`src/rtl/bs_pkg.sv`:
```
// Shared definitions for the bit-serial deserialiser: word width, modulus
// helper, collector state encoding and bit-counter width.
package bs_pkg;

    localparam int unsigned BS_LEN = 94;

    typedef enum logic {
        IDLE,
        SHIFT
    } bs_state_t;

    // Modulus p = 2^LEN - 3 for the default width.
    function automatic logic [BS_LEN-1:0] bs_p();
        return {BS_LEN{1'b1}} - BS_LEN'(2);
    endfunction

    function automatic int unsigned bs_cnt_w(input int unsigned len);
        return $clog2(len);
    endfunction

endpackage

```
`src/rtl/bsdeser_if.sv`:
```
// Parallel valid/ready port carrying one deserialised word.
interface bsdeser_if
    import bs_pkg::*;
#(
    parameter int unsigned LEN = BS_LEN
);

    logic [LEN-1:0] d;
    logic           valid;
    logic           ready;

    modport master (output d, output valid, input ready);
    modport slave  (input d, input valid, output ready);

endinterface

```
`src/rtl/bsshift_in.sv`:
```
// Serial LSB-first collector: shift register, bit counter and IDLE/SHIFT FSM.
// Emits the completed word with a 1-cycle done strobe the cycle after bit LEN-1.
module bsshift_in
    import bs_pkg::*;
#(
    parameter int unsigned LEN = BS_LEN
) (
    input  logic           clk,
    input  logic           reset,
    input  logic           is,
    input  logic           isync,
    output logic [LEN-1:0] w,
    output logic           done
);

    localparam int unsigned CW = bs_cnt_w(LEN);

    bs_state_t      state, state_nx;
    logic [CW-1:0]  cnt, cnt_nx;
    logic [LEN-1:0] sh, sh_nx;
    logic           done_nx;

    always_ff @(posedge clk or negedge reset) begin
        if (!reset) begin
            state <= IDLE;
            cnt   <= '0;
            sh    <= '0;
            done  <= 1'b0;
        end else begin
            state <= state_nx;
            cnt   <= cnt_nx;
            sh    <= sh_nx;
            done  <= done_nx;
        end
    end

    // isync always wins: it restarts the word even on the completing cycle,
    // which suppresses done for the word being abandoned.
    always_comb begin
        state_nx = state;
        cnt_nx   = cnt;
        sh_nx    = sh;
        done_nx  = 1'b0;
        if (isync) begin
            sh_nx    = '0;
            sh_nx[0] = is;
            cnt_nx   = CW'(1);
            state_nx = SHIFT;
        end else if (state == SHIFT) begin
            sh_nx[cnt] = is;
            if (cnt == CW'(LEN - 1)) begin
                cnt_nx   = '0;
                state_nx = IDLE;
                done_nx  = 1'b1;
            end else begin
                cnt_nx = cnt + CW'(1);
            end
        end
    end

    assign w = sh;

endmodule

```
`src/rtl/bsdeser.sv`:
```
// Bit-serial to parallel collector with output buffer, valid/ready and sticky overrun.
// Define BSDESER_CANON_EN to reduce each word to canonical form modulo 2^LEN-3.
module bsdeser
    import bs_pkg::*;
#(
    parameter int unsigned LEN = BS_LEN
) (
    input  logic clk,
    input  logic reset,
    input  logic is,
    input  logic isync,
    input  logic clr,
    output logic ovf,
    bsdeser_if.master m
);

    logic [LEN-1:0] w;
    logic [LEN-1:0] wc;
    logic           done;
    logic           take;

    bsshift_in #(.LEN(LEN)) u_shift (
        .clk   (clk),
        .reset (reset),
        .is    (is),
        .isync (isync),
        .w     (w),
        .done  (done)
    );

`ifdef BSDESER_CANON_EN
    // w >= p only when bits above 1 are all ones and the low pair is nonzero.
    always_comb begin
        wc = w;
        if ((&w[LEN-1:2]) && (w[1:0] != 2'b00)) begin
            wc = LEN'(w[1:0] - 2'd1);
        end
    end
`else
    assign wc = w;
`endif

    assign take = done && (!m.valid || m.ready);

    always_ff @(posedge clk or negedge reset) begin
        if (!reset) begin
            m.d     <= '0;
            m.valid <= 1'b0;
            ovf     <= 1'b0;
        end else begin
            if (take) begin
                m.d     <= wc;
                m.valid <= 1'b1;
            end else if (m.valid && m.ready) begin
                m.valid <= 1'b0;
            end
            if (done && !take) begin
                ovf <= 1'b1;
            end else if (clr) begin
                ovf <= 1'b0;
            end
        end
    end

endmodule
```
`src/flat_wrapper.sv`:
```
// flat-port wrapper written by rule: the top's interface ports become plain ports
module bsdeser_flat import bs_pkg::*;
#(
    parameter int unsigned LEN = BS_LEN
)
  (clk, reset, is, isync, clr, ovf, m_d, m_valid, m_ready);
  bsdeser_if #(.LEN(LEN)) m_i ();
  input  logic clk;
  input  logic reset;
  input  logic is;
  input  logic isync;
  input  logic clr;
  output logic ovf;
  output wire logic [$bits(m_i.d)-1:0] m_d;
  output wire logic [$bits(m_i.valid)-1:0] m_valid;
  input wire logic [$bits(m_i.ready)-1:0] m_ready;
  assign m_d = m_i.d;
  assign m_valid = m_i.valid;
  assign m_i.ready = m_ready;
  bsdeser #(.LEN(LEN)) u_core (.clk(clk), .reset(reset), .is(is), .isync(isync), .clr(clr), .ovf(ovf), .m(m_i));
endmodule
```
`config.mk`:
```
export PLATFORM = sky130hd
export DESIGN_NAME = bsdeser_flat
export DESIGN_NICKNAME = d
export VERILOG_FILES = /design/src/rtl/bs_pkg.sv /design/src/rtl/bsdeser_if.sv /design/src/rtl/bsshift_in.sv /design/src/rtl/bsdeser.sv /design/src/flat_wrapper.sv
export SDC_FILE = /design/constraint.sdc
export NUM_CORES = 1
export LEC_CHECK = 0
export ABC_AREA = 1
export CORE_MARGIN = 5
export CORE_UTILIZATION = 60
export CTS_BUF_LIST = sky130_fd_sc_hd__clkbuf_16
export DETAILED_ROUTE_END_ITERATION = 10
export GPL_ROUTABILITY_DRIVEN = 0
export GPL_TIMING_DRIVEN = 1
export HOLD_SLACK_MARGIN = 0.1
export PLACE_DENSITY = 0.85
export SLEW_MARGIN = 10
export SYNTH_ARGS = -nofsm -noshare
export SYNTH_HDL_FRONTEND = slang
export SYNTH_SLANG_ARGS = --single-unit
```
`constraint.sdc`:
```
create_clock -name clk -period 2.26 [get_ports clk]
set_clock_uncertainty 0.1 [all_clocks]
set_input_delay 0.226 -clock clk [delete_from_list [all_inputs] [get_ports clk]]
set_output_delay 0.226 -clock clk [all_outputs]
set_load 0.01 [all_outputs]
```
==> out/metrics.yaml <==
cts_resized: 0
peakVddDrop_mv: 0.445
cp-start-kind: "register"
layout_commonest_cell: "nand2_1"
vias_per_cell: 5.43
dieArea_um2: 17100
num_rows: 44
hold_depth: 2
drv_slew: 0
worstMarginPinSlew_ns: 0.659
final-hold-violation-count: 0
postRouteAntennaNets: 0
synth_cell_types: 24
p_leak_nw: 5.27
worstSetupPathType: "register to register"
dieHeight_um: 131
drive_above_1_share_pct: 7.75
antenna_cells: 0
yosys_warnings: 0
final_core_util_pct: 73.2
power_mw: 7.11
mostFrequentLayoutCells: "nand2_1, dfrtp_1, inv_1"
synthCells: 1048
synth_area_leaders: "dfrtp_1, nand2_1, inv_1, o21ai_0, nand3_1"
max_slew_margin_pct: 56.0
grt_pass1_vias: 6873
pin_count: 102
gr-usage-met2_pct: 41.9
worst-endpoint-arrival_ns: 2.13
syn_area_um2: 8780
crit_path_cell_trace: "nand2_1 > inv_1 > nand2_1 > inv_1 > nand3_1 > nand2_1 > inv_1"
track_usage_pct: 26.4
critPathMaxFanout: 11
worstPathRequired_ns: 2.48
dr.pass1.iters: 5
cts_inserted_buffers: 17
synth_nets: 1056
slowest_delay_ns: 0.53
postCtsSetupBuffers: 0
coreArea_um2: 14400
path_delay_family: "buffers and inverters"
dpl-instance-area_um2: 10000
h-tree-depth: 4
synth_top_area_cell: "dfrtp_1"
gr-total-overflow: 0
root_buffer: "clkbuf_16"
start_util_pct: 60.8
clock.fmax_ghz: 0.524
hold_path.class: "primary input to register"
route.detailed.drc: 0
rsz0062_at_grt: "false"
met1_usage_pct: 36.2
period_share_pct: 84.4
die_w_um: 131
critical_path_cell_count: 7
clock_path_buffers: 2
ctsHoldBuffers: 1
finalCriticalPeriod_ns: 1.91
routed_wl_um: 21300
drtIter0Drc: 828
dpl.hpwl_um: 13800
path_buf_inv: 3
avgRoutedWirePerCell_um: 16.0
grt_pass1_wl_um: 35100
setup_violations: 0
fin_area_um2: 10600
ys_ff_latch: 199
cp_slowest_cell: "dfrtp_1"
fin_cells: 1333
finalSetupTns_ns: 0
endpoint_kind: "register"
clk_latency_ns: 0.43
vias: 7232
netlist.area_leader.share_pct: 56.7
ys_seq_area_share_pct: 56.7
synthToLayoutAreaGrowth_pct: 20.3
port_buffers: 101
antenna_found_initial: 0
met3_usage_pct: 5.16
ff2ff_path_depth: 7
tritoncts: "built"
path_clk_slew_ns: 0.07
grt_max_degree: 74
p_per_area_nw_per_um2: 673
nets: 1144
syn_area_per_cell_um2: 8.37
dp.cells: 1300
clkSinkCount: 199
drv_cap: 0
busiest_layer: "met2"
status: "finished clean"
## cells by family (layout without fill, tap and decap cells)
| family | after synthesis | in the layout | share of synthesized area, % |
|---|---|---|---|
| xor gates and xnor gates | 2 | 2 | 0.200 |
| adders and majority gates | 2 | 2 | 0.285 |
| AOI/OAI and AO/OA | 179 | 179 | 10.9 |
| and+or+nand+nor | 403 | 403 | 19.4 |
| muxes | 10 | 10 | 1.28 |
| buffers and inverters | 253 | 354 | 11.2 |
| DFF | 199 | 199 | 56.7 |
## path summary, 6_finish.rpt
check | startpoint | endpoint | slack, ns
setup reg to reg | u_core.u_shift.cnt[0] | u_core.u_shift.w[65] | 0.35
min in group asynchronous | reset | u_core.m.d[63] | 0.27
hold reg to reg | u_core.m.d[66] | u_core.m.d[66] | 0.38
setup / recovery | u_core.u_shift.cnt[0] | u_core.u_shift.w[65] | 0.35
max in group asynchronous | reset | u_core.u_shift.w[93] | 1.08
hold / removal | isync | u_core.u_shift.done | 0.23
## where the power goes
group / leakage, nW / switching [mW] / internal (mW)
Combinational: 2.32 / 0.409 / 0.235
Sequential: 2.68 / 0.0637 / 3.66
Clock: 0.261 / 1.26 / 1.48
Total: 5.27 / 1.74 / 5.37
## worst reg2reg max path: stages (launching register included)
cell and delay [ns]:
dfrtp_1 0.53, nand2_1 0.14, inv_1 0.13, nand2_1 0.07, inv_1 0.50, nand3_1 0.17
nand2_1 0.12, inv_1 0.05
## metrics by stage
stage                     setup WS [ns]  hold WS, ns
final                             0.352        0.234
after global routing              0.218        0.225
after CTS                         0.422        0.210
after detailed placement          0.373        0.176
after global placement            0.443        0.172
after floorplan                   0.738       -0.170
## sequential cells by signal, summed over array words and instances, names as in the netlist
register	count
u_core.ovf	1
u_core.u_shift.cnt	7
u_core.u_shift.state	1
u_core.m.d	94
u_core.m.valid	1
u_core.u_shift.done	1
u_core.u_shift.w	94
## metal layers
layer | share of wire [%] | up-vias
met3 | 7.0 | 48
met4 | 3.1 | 0
li1 | - | 3465
met1 | 42 | 3400
met2 | 48 | 319
met5 | 0 | -
## cells in the mapped netlist
| cell type | n |
|---|---|
| a21oi_1 | 14 |
| nand2_2 | 5 |
| nor2_2 | 5 |
| nor2_4 | 2 |
| dfrtp_1 | 199 |
| clkinv_1 | 2 |
| o21bai_1 | 1 |
| o21ai_0 | 107 |
| nor4_1 | 1 |
| o21ai_1 | 7 |
| inv_2 | 15 |
| nor2_1 | 43 |
| mux2_2 | 10 |
| nand3_1 | 84 |
| o22ai_1 | 50 |
| ha_1 | 2 |
| nand4_1 | 6 |
| nor3_1 | 14 |
| clkbuf_1 | 33 |
| inv_1 | 178 |
| nand3_2 | 1 |
| xor2_1 | 2 |
| nand2_1 | 242 |
| buf_2 | 25 |
## layout make-up
| cell class | instances | area, um^2 |
|---|---|---|
| Sequential cell | 199 | 4980 |
| Inverter | 195 | 732 |
| Clock buffer | 17 | 425 |
| Clock inverter | 15 | 97.6 |
| Fill cell | 1044 | 3870 |
| Multi-Input combinational cell | 596 | 2820 |
| Timing Repair Buffer | 127 | 1270 |
| Tap cell | 184 | 230 |
Power figures use the tool's default switching activity.
